===== src/rtl/unified_memory_arbiter.sv =====
// Arbiter sharing one instruction/data memory between the fetch (IF) and load/store (DM) ports.
// One access at a time: grant in IDLE, hold on the memory for MEM_LATENCY cycles, one-cycle ack in DONE.
module unified_memory_arbiter #(
  parameter int ADDR_WIDTH   = 32,
  parameter int DATA_WIDTH   = 32,
  parameter int MEM_LATENCY  = 2,
  parameter int STARVE_LIMIT = 4
) (
  input  logic                  clk,
  input  logic                  reset,
  input  logic                  if_req_i,
  input  logic [ADDR_WIDTH-1:0] if_addr_i,
  output logic [DATA_WIDTH-1:0] if_rdata_o,
  output logic                  if_ack_o,
  input  logic                  dm_req_i,
  input  logic                  dm_we_i,
  input  logic [ADDR_WIDTH-1:0] dm_addr_i,
  input  logic [DATA_WIDTH-1:0] dm_wdata_i,
  output logic [DATA_WIDTH-1:0] dm_rdata_o,
  output logic                  dm_ack_o,
  output logic                  mem_en_o,
  output logic                  mem_we_o,
  output logic [ADDR_WIDTH-1:0] mem_addr_o,
  output logic [DATA_WIDTH-1:0] mem_wdata_o,
  input  logic [DATA_WIDTH-1:0] mem_rdata_i,
  output logic                  stall_o
);

  typedef enum logic [1:0] {
    IDLE    = 2'd0,
    BUSY_IF = 2'd1,
    BUSY_DM = 2'd2,
    DONE    = 2'd3
  } state_e;

  localparam logic [3:0] LAST_CNT   = 4'(MEM_LATENCY - 1);
  localparam logic [3:0] STARVE_MAX = 4'(STARVE_LIMIT);

  state_e                state_q, state_d;
  logic [3:0]            cnt_q, cnt_d;
  logic [3:0]            starve_q, starve_d;
  logic                  grant_dm_q, grant_dm_d;
  logic [ADDR_WIDTH-1:0] addr_q, addr_d;
  logic                  we_q, we_d;
  logic [DATA_WIDTH-1:0] wdata_q, wdata_d;
  logic [DATA_WIDTH-1:0] if_rdata_q, if_rdata_d;
  logic [DATA_WIDTH-1:0] dm_rdata_q, dm_rdata_d;

  logic busy;
  logic take_dm;
  logic take_if;

  always_ff @(posedge clk or posedge reset) begin
    if (reset) begin
      state_q    <= IDLE;
      cnt_q      <= '0;
      starve_q   <= '0;
      grant_dm_q <= 1'b0;
      addr_q     <= '0;
      we_q       <= 1'b0;
      wdata_q    <= '0;
      if_rdata_q <= '0;
      dm_rdata_q <= '0;
    end else begin
      state_q    <= state_d;
      cnt_q      <= cnt_d;
      starve_q   <= starve_d;
      grant_dm_q <= grant_dm_d;
      addr_q     <= addr_d;
      we_q       <= we_d;
      wdata_q    <= wdata_d;
      if_rdata_q <= if_rdata_d;
      dm_rdata_q <= dm_rdata_d;
    end
  end

  always_comb begin
    state_d    = state_q;
    cnt_d      = cnt_q;
    starve_d   = starve_q;
    grant_dm_d = grant_dm_q;
    addr_d     = addr_q;
    we_d       = we_q;
    wdata_d    = wdata_q;
    if_rdata_d = if_rdata_q;
    dm_rdata_d = dm_rdata_q;

    busy    = (state_q == BUSY_IF) || (state_q == BUSY_DM);
    // Data wins unless fetch has already waited out STARVE_LIMIT data grants.
    take_dm = (state_q == IDLE) && dm_req_i && (!if_req_i || (starve_q < STARVE_MAX));
    take_if = (state_q == IDLE) && !take_dm && if_req_i;

    unique case (state_q)
      IDLE: begin
        if (take_dm) begin
          state_d    = BUSY_DM;
          grant_dm_d = 1'b1;
          addr_d     = dm_addr_i;
          we_d       = dm_we_i;
          wdata_d    = dm_wdata_i;
          cnt_d      = '0;
        end else if (take_if) begin
          state_d    = BUSY_IF;
          grant_dm_d = 1'b0;
          addr_d     = if_addr_i;
          we_d       = 1'b0;
          cnt_d      = '0;
        end
      end
      BUSY_IF, BUSY_DM: begin
        if (cnt_q == LAST_CNT) begin
          cnt_d   = '0;
          state_d = DONE;
          if (state_q == BUSY_IF) begin
            if_rdata_d = mem_rdata_i;
          end else if (!we_q) begin
            dm_rdata_d = mem_rdata_i;
          end
        end else begin
          cnt_d = cnt_q + 4'd1;
        end
      end
      DONE: begin
        state_d = IDLE;
      end
      default: begin
        state_d = IDLE;
      end
    endcase

    // Counts data grants taken while a fetch was waiting; any fetch grant or idle fetch clears it.
    if (!if_req_i || take_if) begin
      starve_d = '0;
    end else if (take_dm && (starve_q < STARVE_MAX)) begin
      starve_d = starve_q + 4'd1;
    end
  end

  assign mem_en_o    = busy;
  assign mem_we_o    = busy & we_q;
  assign mem_addr_o  = addr_q;
  assign mem_wdata_o = wdata_q;
  assign if_rdata_o  = if_rdata_q;
  assign dm_rdata_o  = dm_rdata_q;
  assign if_ack_o    = (state_q == DONE) & ~grant_dm_q;
  assign dm_ack_o    = (state_q == DONE) & grant_dm_q;
  // Gated by reset so every output reads 0 while reset is held.
  assign stall_o     = ~reset & ((if_req_i & ~if_ack_o) | (dm_req_i & ~dm_ack_o));

endmodule


===== config.mk =====
export PLATFORM = sky130hd
export DESIGN_NAME = unified_memory_arbiter
export DESIGN_NICKNAME = d
export VERILOG_FILES = /design/src/rtl/unified_memory_arbiter.sv
export SDC_FILE = /design/constraint.sdc
export NUM_CORES = 1
export LEC_CHECK = 0
export BUFFER_PORTS_ARGS = -buffer_cell sky130_fd_sc_hd__buf_2
export CAP_MARGIN = 20
export CORE_MARGIN = 1
export CORE_UTILIZATION = 47
export CTS_CLUSTER_DIAMETER = 100
export DETAILED_ROUTE_END_ITERATION = 12
export PLACE_DENSITY = 0.91
export SLEW_MARGIN = 10
export SYNTH_ARGS = -nofsm -noshare
export SYNTH_HDL_FRONTEND = slang
export SYNTH_SLANG_ARGS = --single-unit

===== constraint.sdc =====
create_clock -name clk -period 4.55 [get_ports clk]
set_input_delay 0.2275 -clock clk [delete_from_list [all_inputs] [get_ports clk]]
set_output_delay 0.2275 -clock clk [all_outputs]
set_load 0.005 [all_outputs]

# == Word-level counts from Yosys, hierarchy flattened ==
# Index checks and enable logic that the tools add are counted.
# classes
addsub,2
n_lt_le_gt_ge,1
n_eq_ne,6
mux,15
bitwise_logic,13
reduce_logical,21
# ops
cell,n
$mux W32,2
$mux W4,5
$add A4 B1 Y4 const B,2
$pmux W4 S2,1
$reduce_and A2 Y1,4
$and A1 B1 Y1,6
$mux W2,3
$not A1 Y1,6
$pmux W2 S3,1
$reduce_bool A2 Y1,3
$logic_and A1 B1 Y1,5
$eq A2 B2 Y1 const B,2
$eq A4 B1 Y1 const B,1
$lt A4 B3 Y1 const B,1
$reduce_and A4 Y1,1
$logic_or A1 B1 Y1,3
$mux W1,3
$ne A3 B3 Y1 const B,1
$reduce_and A3 Y1,1
$eq A2 B1 Y1 const B,1
$logic_not A1 Y1,2
$logic_not A2 Y1,1
$ne A2 B2 Y1 const B,1
$reduce_or A2 Y1,1
$or A1 B1 Y1,1
# word_totals
ff_bits,140
inputBits,133
out_inout_bits,133

# == Depth between registers and ports, before layout ==
# Gate-level depths: netlist of the first run.
# depth
ltp_word,9
depth_mapped,9

# == Worst setup path before layout of the first run ==
# No wires, ideal clock.
# synth_timing
path_type,register to register
startpoint,register state_q[0]
endpoint,register dm_rdata_q[0] (netlist: dm_rdata_o[0])
arrival_ns,2.018
required_ns,4.425
slack_ns,2.406
stages_incl_launch_ff,9
synth_period_minus_slack_ns,2.144
path_cell_list,dfrtp_1 -> inv_1 -> ha_1 -> buf_4 -> inv_1 -> or4_4 -> buf_6 -> buf_12 -> mux2_4
# synth_between
elab_chain_cells,3
elab_cells_between_ends,5
classes_between,eq/ne (2); bitwise (1); reduce/logical (2)
# synth_rtl
element,line_no,rtl
from (decl),39,"state_e state_q, state_d;"
from (signal assigned),65,state_q <= state_d;
$eq A2 B2 Y1 or $eq A2 B1 Y1 (tied branches),"93, 114",
$reduce_or A2 Y1 or $not A1 Y1 (tied branches),n/a,
$reduce_and A4 Y1 (no line) *,n/a,
to (signal assigned),73,dm_rdata_q <= dm_rdata_d;
to (decl),47,"logic [DATA_WIDTH-1:0] dm_rdata_q, dm_rdata_d;"
# Every way passes the cells marked *; elsewhere a longest branch is shown, timed or not.
# A chain may end at the register's enable or synchronous reset.

# == Worst setup path in the final report of the first run ==
# layout_timing
startpoint,register state_q[0]
endpoint,register wdata_q[25] (netlist: mem_wdata_o[25])
# layout_between
elab_chain_cells,4
# layout_rtl
element,line_no,rtl
$logic_not A2 Y1 *,"90, 93",
$logic_and A1 B1 Y1 (2 in a row),90,take_dm = (state_q == IDLE) && dm_req_i && (!if_req_i || (starve_q < STARVE_MAX));
$reduce_and A2 Y1 (no line) *,n/a,
to (signal assigned),71,wdata_q <= wdata_d;
to (decl),45,"logic [DATA_WIDTH-1:0] wdata_q, wdata_d;"
# Marks and branches as above.

==> run_results.csv, run 1 <==
group,metric,value,unit
yosys,netlist_area,5950,um2
placement,portBuffers,265,
yosys,ys_ff_latch,140,
global_route,grtUsageTotal,0.224,
yosys,yosysUniqueCellTypes,36,
cells_and_area,drive_above_1_share,0.556,
clock_network,htree_levels,4,
timing,rsz0062_at_grt,"false",
route,final_antenna_net_count,0,
floorplanning,design.portCount,266,
power,p_per_area,728,nW/um2
floorplanning,initial_core_util,0.490,
yosys,syn-num-nets,600,
critical_path,crit_path_cell_trace,"inv_1, ha_1, and2_1, and2_2, buf_4, mux2_2",
timing,setup_tns,0,ps
job,cap_viol_max_count,0,
placement,dpl_cell_area,7370,um2
cells_and_area,finalNetCount,861,
route,drt-vias-per-instance,5.13,
timing,final-hold-violation-count,30,
yosys,synth.area.top_cells,"dfrtp_1 59%, mux2_2 12%, mux2_4 7.6%",
route,vias,4626,
critical_path,cp.arrival,2700,ps
clock_network,cts_resized,0,
critical_path,crit_family,"simple AND/OR/NAND/NOR gates",
critical_path,critPathCapture,"mem_wdata_o[25]$_DFFE_PP0P_",
critical_path,critPathRequiredTime,4830,ps
yosys,yosysWarnings,0,
critical_path,r2r_cells,6,
cells_and_area,area_growth,34.2,%
yosys,yosysSeqAreaShare,0.588,
clock_network,cts.sinks,140,
cells_and_area,n_antenna_cell,0,
critical_path,start_kind,"register",
floorplanning,chipWidth,115,um
clock_network,hold_buffers,0,
clock_network,clk_pin_slew,60,ps
floorplanning,die_height,115,um
outcome,status,"complete, but fails checks",
power,cellLeakagePower,3.99,nW
floorplanning,die_area,13100,um2
timing,fmax,0.413,GHz
global_route,grt_pass1_wl,22500,um
yosys,synth_top_area_cell,"dfrtp_1",
global_route,first_global_vias,4529,
critical_path,critPathSlowestCell,"and2_2",
timing,timing.hold.ws,-8.18,ps
global_route,grt-ovfl-total,0,
critical_path,reg2reg_slack,2130,ps
yosys,synthCells,460,
critical_path,r2r-start,"state_q[0]$_DFFE_PP0P_",
clock_network,worstSkewPairLatency,400,ps
critical_path,worstReg2RegEnd,"mem_wdata_o[25]$_DFFE_PP0P_",
placement,gp_congestion,0.781,
clock_network,cts_tree,"done",
power,ir_drop,0.000439,V
timing,finalSetupViolations,0,
timing,max_slew_margin,0.475,
floorplanning,rows,40,
critical_path,critPathMaxStageDelay,460,ps
global_route,grt_max_degree,91,
timing,worstMarginPinSlew,787,ps
route,first_iter_violations,257,
route,dr.pass1.iters,4,
critical_path,endpoint_kind,"register",
critical_path,path_depth,6,
timing,drv_slew,0,
floorplanning,core,12200,um2
yosys,synth.top_cell.area_share,0.588,
global_route,antenna_found_initial,0,
min_path,hp-class,"in -> async",
clock_network,numCtsBuffers,17,
route,finalWirelength,14100,um
timing,fin_worst_skew,8.55,ps
clock_network,cts_setup_buffers,0,
critical_path,critical_path_peak_fanout,31,
route,drc_errors,0,
timing,min_period,2420,ps
clock_network,cts_buffer_depth,2,
yosys,syn_area_per_cell,12.9,um2
timing,fin_crit_sh,0.532,
critical_path,path_class,"reg -> reg",
placement,dp_hpwl,10100,um
route,wire_per_inst,15.6,um
cells_and_area,fin_area,7990,um2
critical_path,crit_path_start,"state_q[0]$_DFFE_PP0P_",
clock_network,cts_root_buffer,"clkbuf_16",
critical_path,critPathBufInv,2,
outcome,violations,"negative hold slack",
==> per-layer routing <==
metal | up-vias | wire, um | track usage
met1 | 2231 | 5570 | 0.270
met5 | - | 0 | 0
met3 | 17 | 1140 | 0.0683
li1 | 2152 | - | -
met2 | 226 | 7170 | 0.377
met4 | 0 | 219 | 0.0857
==> placed cells by master, fill, tap and decap left out, types with 2 or more instances in the layout <==
cell,synthesis,routed
o21ai_0,6,6
clkinvlp_4,0,5
nor2b_1,2,2
buf_4,1,7
buf_2,5,265
inv_1,8,7
o21ai_2,0,2
and2_1,3,2
clkinv_4,0,3
nand3_1,37,37
nand2_1,69,69
and3_1,2,2
bufinv_16,0,2
clkbuf_16,0,17
nand3b_1,2,2
mux2_4,30,30
o32a_1,2,2
a21oi_1,3,3
mux2_2,66,66
dfrtp_1,140,140
a21boi_0,3,3
nor2_1,2,2
o211ai_1,32,32
ha_1,7,7
nor3b_1,2,2
inv_6,0,4
==> metrics by stage <==
stage / worst slack (ps) / instances / util / hold slack [ps] / total power [mW]
6_report: 2130 / 902 / 0.657 / -8.18 / 5.82
5_1_grt: 1970 / 902 / 0.657 / 21.3 / 6.22
4_1_cts: 2140 / 901 / 0.656 / 15.5 / 5.87
3_5_place_dp: 2130 / 869 / 0.606 / 454 / 4.47
3_3_place_gp: 2210 / 869 / 0.606 / 449 / 4.34
2_1_floorplan: 570 / 460 / - / 360 / 3.56
==> registers in the layout (all words and copies together), names as in the netlist <==
register	cells
dm_rdata_o	32
starve_q	4
mem_wdata_o	32
we_q	1
mem_addr_o	32
grant_dm_q	1
if_rdata_o	32
state_q	2
cnt_q	4
==> layout make-up <==
cell class,instances,area (um2)
Timing Repair Buffer,273,1390
Inverter,8,35.0
Clock buffer,18,439
Clock inverter,14,161
Multi-Input combinational cell,281,2250
Sequential cell,140,3500
Tap cell,168,210
Fill cell,968,4170
==> report_power, final <==
group	switching, mW	total, mW	internal (mW)
registers	0.344	2.22	1.88
logic	0.987	2.23	1.24
clock network	0.537	1.37	0.832
total	1.87	5.82	3.95
==> synthesized netlist by cell type, drive strengths merged <==
cell	number
nor2b	2
nand3	37
mux2	96
a211oi	1
a21oi	3
nand3b	2
dfrtp	140
nand2	69
a21o	1
and3	2
nor2	2
nand4	1
a32oi	1
a22o	1
clkbuf	16
buf	15
o32a	2
ha	7
o221ai	1
a21boi	3
or3b	2
or4	2
nor3b	2
o21a	1
o211ai	32
o21ai	8
inv	8
and2	3
==> logic make-up (layout without fill, tap and decap cells) <==
logic type | count (synthesis) | count (layout) | share of synthesized area
compound gates | 54 | 54 | 0.0649
fa+ha+maj | 7 | 7 | 0.0147
buf+inv | 39 | 313 | 0.0357
flops | 140 | 140 | 0.588
mux | 96 | 96 | 0.200
simple gates | 124 | 124 | 0.0958
==> worst min path at each step <==
stage / endpoint / cells after the start / start / slack, ps
floorplan: we_q$_DFFE_PP0P_ / 1 / dm_we_i / 360
global placement: mem_addr_o[28]$_DFFE_PP0P_ / 2 / reset / 450
detailed placement: mem_addr_o[31]$_DFFE_PP0P_ / 2 / reset / 450
CTS: mem_addr_o[31]$_DFFE_PP0P_ / 2 / reset / 20
global route: we_q$_DFFE_PP0P_ / 2 / dm_we_i / 20
finish: mem_addr_o[27]$_DFFE_PP0P_ / 2 / reset / -8
Note: power is estimated with default switching activity, not from simulation.
==> run 2: changes to the inputs <==
--- a/config.mk
+++ b/config.mk
@@ -5,10 +5,11 @@
 export SDC_FILE = /design/constraint.sdc
 export NUM_CORES = 1
 export LEC_CHECK = 0
+export ABC_AREA = 1
 export BUFFER_PORTS_ARGS = -buffer_cell sky130_fd_sc_hd__buf_2
 export CAP_MARGIN = 20
 export CORE_MARGIN = 1
-export CORE_UTILIZATION = 47
+export CORE_UTILIZATION = 48
 export CTS_CLUSTER_DIAMETER = 100
 export DETAILED_ROUTE_END_ITERATION = 12
 export PLACE_DENSITY = 0.91
==> constraint.sdc (replaced) <==
create_clock -name clk -period 2.4 [get_ports clk]
set_input_delay 0.12 -clock clk [delete_from_list [all_inputs] [get_ports clk]]
set_output_delay 0.12 -clock clk [all_outputs]
set_load 0.005 [all_outputs]
==> run_results.csv, run 2 <==
group,metric,value,unit
global_route,antenna_found_initial,1,
global_route,grt_max_degree,67,
cells_and_area,final_cells,1271,
power,p_per_area,1230,nW/um2
clock_network,numCtsBuffers,17,
power,cellLeakagePower,5.29,nW
route,final_antenna_net_count,0,
critical_path,critical_path_peak_fanout,64,
timing,fin_crit_sh,0.918,
power,power_frac_comb,0.379,
yosys,yosysWarnings,0,
yosys,yosysUniqueCellTypes,20,
yosys,muxShareOfSynthArea,0,
route,drt-met1-wl,7030,um
outcome,status,"finished clean",
yosys,synth_edf_count,0,
clock_network,htree_levels,4,
timing,min_period,2200,ps
yosys,syn-num-nets,897,
placement,portBuffers,265,
clock_network,clk_pin_slew,60,ps
cells_and_area,final_common_cell,"buf_2",
timing,finalSetupViolations,0,
placement,place_inst,1162,
yosys,yosysMostFrequentCell,"nand2_1",
power,finalPower,11.2,mW
route,drc_errors,0,
clock_network,cts_tree,"done",
timing,rsz0062_at_grt,"false",
cells_and_area,drive_above_1_share,0.286,
min_path,hp-class,"in -> reg",
floorplanning,rows,41,
yosys,synth.top_cell.area_share,0.564,
placement,dp_hpwl,10900,um
yosys,synth_top_area_cell,"dfrtp_1",
yosys,netlist_area,6210,um2
yosys,syn_area_per_cell,8.20,um2
cells_and_area,final_cell_mix,"265 x buf_2, 258 x nand2_1, 140 x dfrtp_1",
timing,fin_worst_skew,7.59,ps
power,power_switching,4.11,mW
clock_network,worstSkewPairLatency,420,ps
yosys,async_flop_share,1.00,
global_route,grt_pass1_wl,28500,um
clock_network,cts.sinks,140,
route,wire_per_inst,14.3,um
floorplanning,initial_core_util,0.492,
yosys,synthCells,757,
yosys,synth.top_cells.by_count,"259 x nand2_1, 140 x dfrtp_1, 112 x inv_1, 104 x nand3_1, 67 x o21ai_1",
power,swShare,0.367,
yosys,synth.area.top_cells,"dfrtp_1 56%, nand2_1 16%, nand3_1 8.4%",
yosys,synthSimpleGateAreaFrac,0.257,
route,vias,6288,
job,cap_viol_max_count,0,
placement,gp_congestion,0.800,
floorplanning,die_area,13400,um2
clock_network,cts_buffer_depth,2,
yosys,yosys.area_share.adder,0.0141,
route,drt-vias-per-instance,4.95,
route,highest_layer,"met4",
yosys,synth_top_family_by_area,"simple AND/OR/NAND/NOR gates",
floorplanning,chipWidth,116,um
timing,max_slew_margin,0.527,
timing,drv_slew,0,
critical_path,reg2reg_slack,200,ps
cells_and_area,area_growth,46.3,%
floorplanning,design.portCount,266,
yosys,synth_compound_area_frac,0.0602,
placement,dp_slack,327,ps
yosys,yosysSeqAreaShare,0.564,
power,p_clk_frac,0.248,
route,met3_wirelength,1120,um
power,p_int,7.08,mW
yosys,yosys.area_share.xor_xnor,0.00141,
critical_path,critPathRequiredTime,2660,ps
floorplanning,core,12600,um2
timing,final-hold-violation-count,0,
yosys,ys_ff_latch,140,
route,wl_met2,9370,um
critical_path,start_kind,"register",
yosys,synth_ff_type,"dfrtp_1",
route,first_iter_violations,450,
global_route,grt-ovfl-total,0,
timing,setup_ws,196,ps
clock_network,cts_root_buffer,"clkbuf_16",
global_route,grtUsageTotal,0.277,
route,dr.pass1.iters,5,
critical_path,path_class,"reg -> reg",
cells_and_area,finalNetCount,1226,
power,ir_drop,0.000703,V
timing,setup_tns,0,ps
timing,worstMarginPinSlew,709,ps
floorplanning,die_height,116,um
timing,fmax,0.454,GHz
timing,timing.hold.ws,9.51,ps
power,seqPwrFrac,0.374,
critical_path,cp.arrival,2470,ps
global_route,first_global_vias,6209,
route,finalWirelength,18200,um
critical_path,endpoint_kind,"register",
## run 2: cell count changes in the layout (fill, tap and decap cells not counted), moves of 5 or more
cell and change:
nor2_1 +8, mux2_4 -30, o211ai_1 -32, nand2_1 +189, dlygate4sd3_1 +77, inv_1 +104
o21ai_1 +66, mux2_2 -66, buf_12 +5, nand3_1 +67
## run 2: final cells by class
type / count / area (um2)
Inverter: 114 / 432
Tap cell: 172 / 215
Antenna cell: 1 / 2.50
Timing Repair Buffer: 351 / 2230
Fill cell: 859 / 3530
Sequential cell: 140 / 3500
Multi-Input combinational cell: 462 / 2080
Clock buffer: 18 / 439
Clock inverter: 13 / 189
## run 2: what timing repair did
item	in CTS	in global routing
hold buffers	77	0
endpoints found under the setup margin	0	0
resized for setup	0	0
setup buffers	0	0
hold endpoints to repair	129	0
## run 2: path summary, 6_finish.rpt
check	from	end	cells after the start
setup / recovery	state_q[0]$_DFFE_PP0P_	dm_rdata_o[10]$_DFFE_PP0P_	5
hold / removal	mem_rdata_i[7]	dm_rdata_o[7]$_DFFE_PP0P_	3
setup reg to reg	state_q[0]$_DFFE_PP0P_	dm_rdata_o[10]$_DFFE_PP0P_	5
hold reg to reg	mem_wdata_o[13]$_DFFE_PP0P_	mem_wdata_o[13]$_DFFE_PP0P_	2
max in group asynchronous	reset	mem_wdata_o[19]$_DFFE_PP0P_	4
min in group asynchronous	reset	mem_addr_o[25]$_DFFE_PP0P_	3
## run 2: power groups by stage
stage	logic (mW)	clock network, mW	registers, mW
2_1_floorplan	2.18	0	4.21
3_3_place_gp	3.86	0	4.12
3_5_place_dp	4.06	0	4.14
4_1_cts	4.19	2.81	4.15
5_1_grt	4.79	2.91	4.30
6_report	4.24	2.77	4.19
## run 2: through the flow
stage               area [um2]   util
floorplan                 6210      -
global placement          7690  0.609
detailed placement        7690  0.609
CTS                       9080  0.720
global route              9090  0.720
finish                    9090  0.720
## run 2: worst max-delay path, cell delays in order, from the launching register on
cell and delay, ps:
dfrtp_1 390, inv_1 100, ha_1 520, nand3_4 580, nand2_1 300, o21ai_1 130
## run 2: per-layer routing
| metal | up-vias | global-route usage |
|---|---|---|
| li1 | 3004 | - |
| met3 | 56 | 0.0659 |
| met4 | 0 | 0.171 |
| met5 | - | 0 |
| met1 | 2933 | 0.300 |
| met2 | 295 | 0.491 |
## run 2: cell families (layout without fill, tap and decap cells)
group | after synthesis | in the layout
AOI/OAI and AO/OA | 74 | 74
xor gates and xnor gates | 1 | 1
other | 0 | 1
DFF | 140 | 140
and+or+nand+nor | 380 | 380
adders and majority gates | 7 | 7
buffers and inverters | 155 | 496
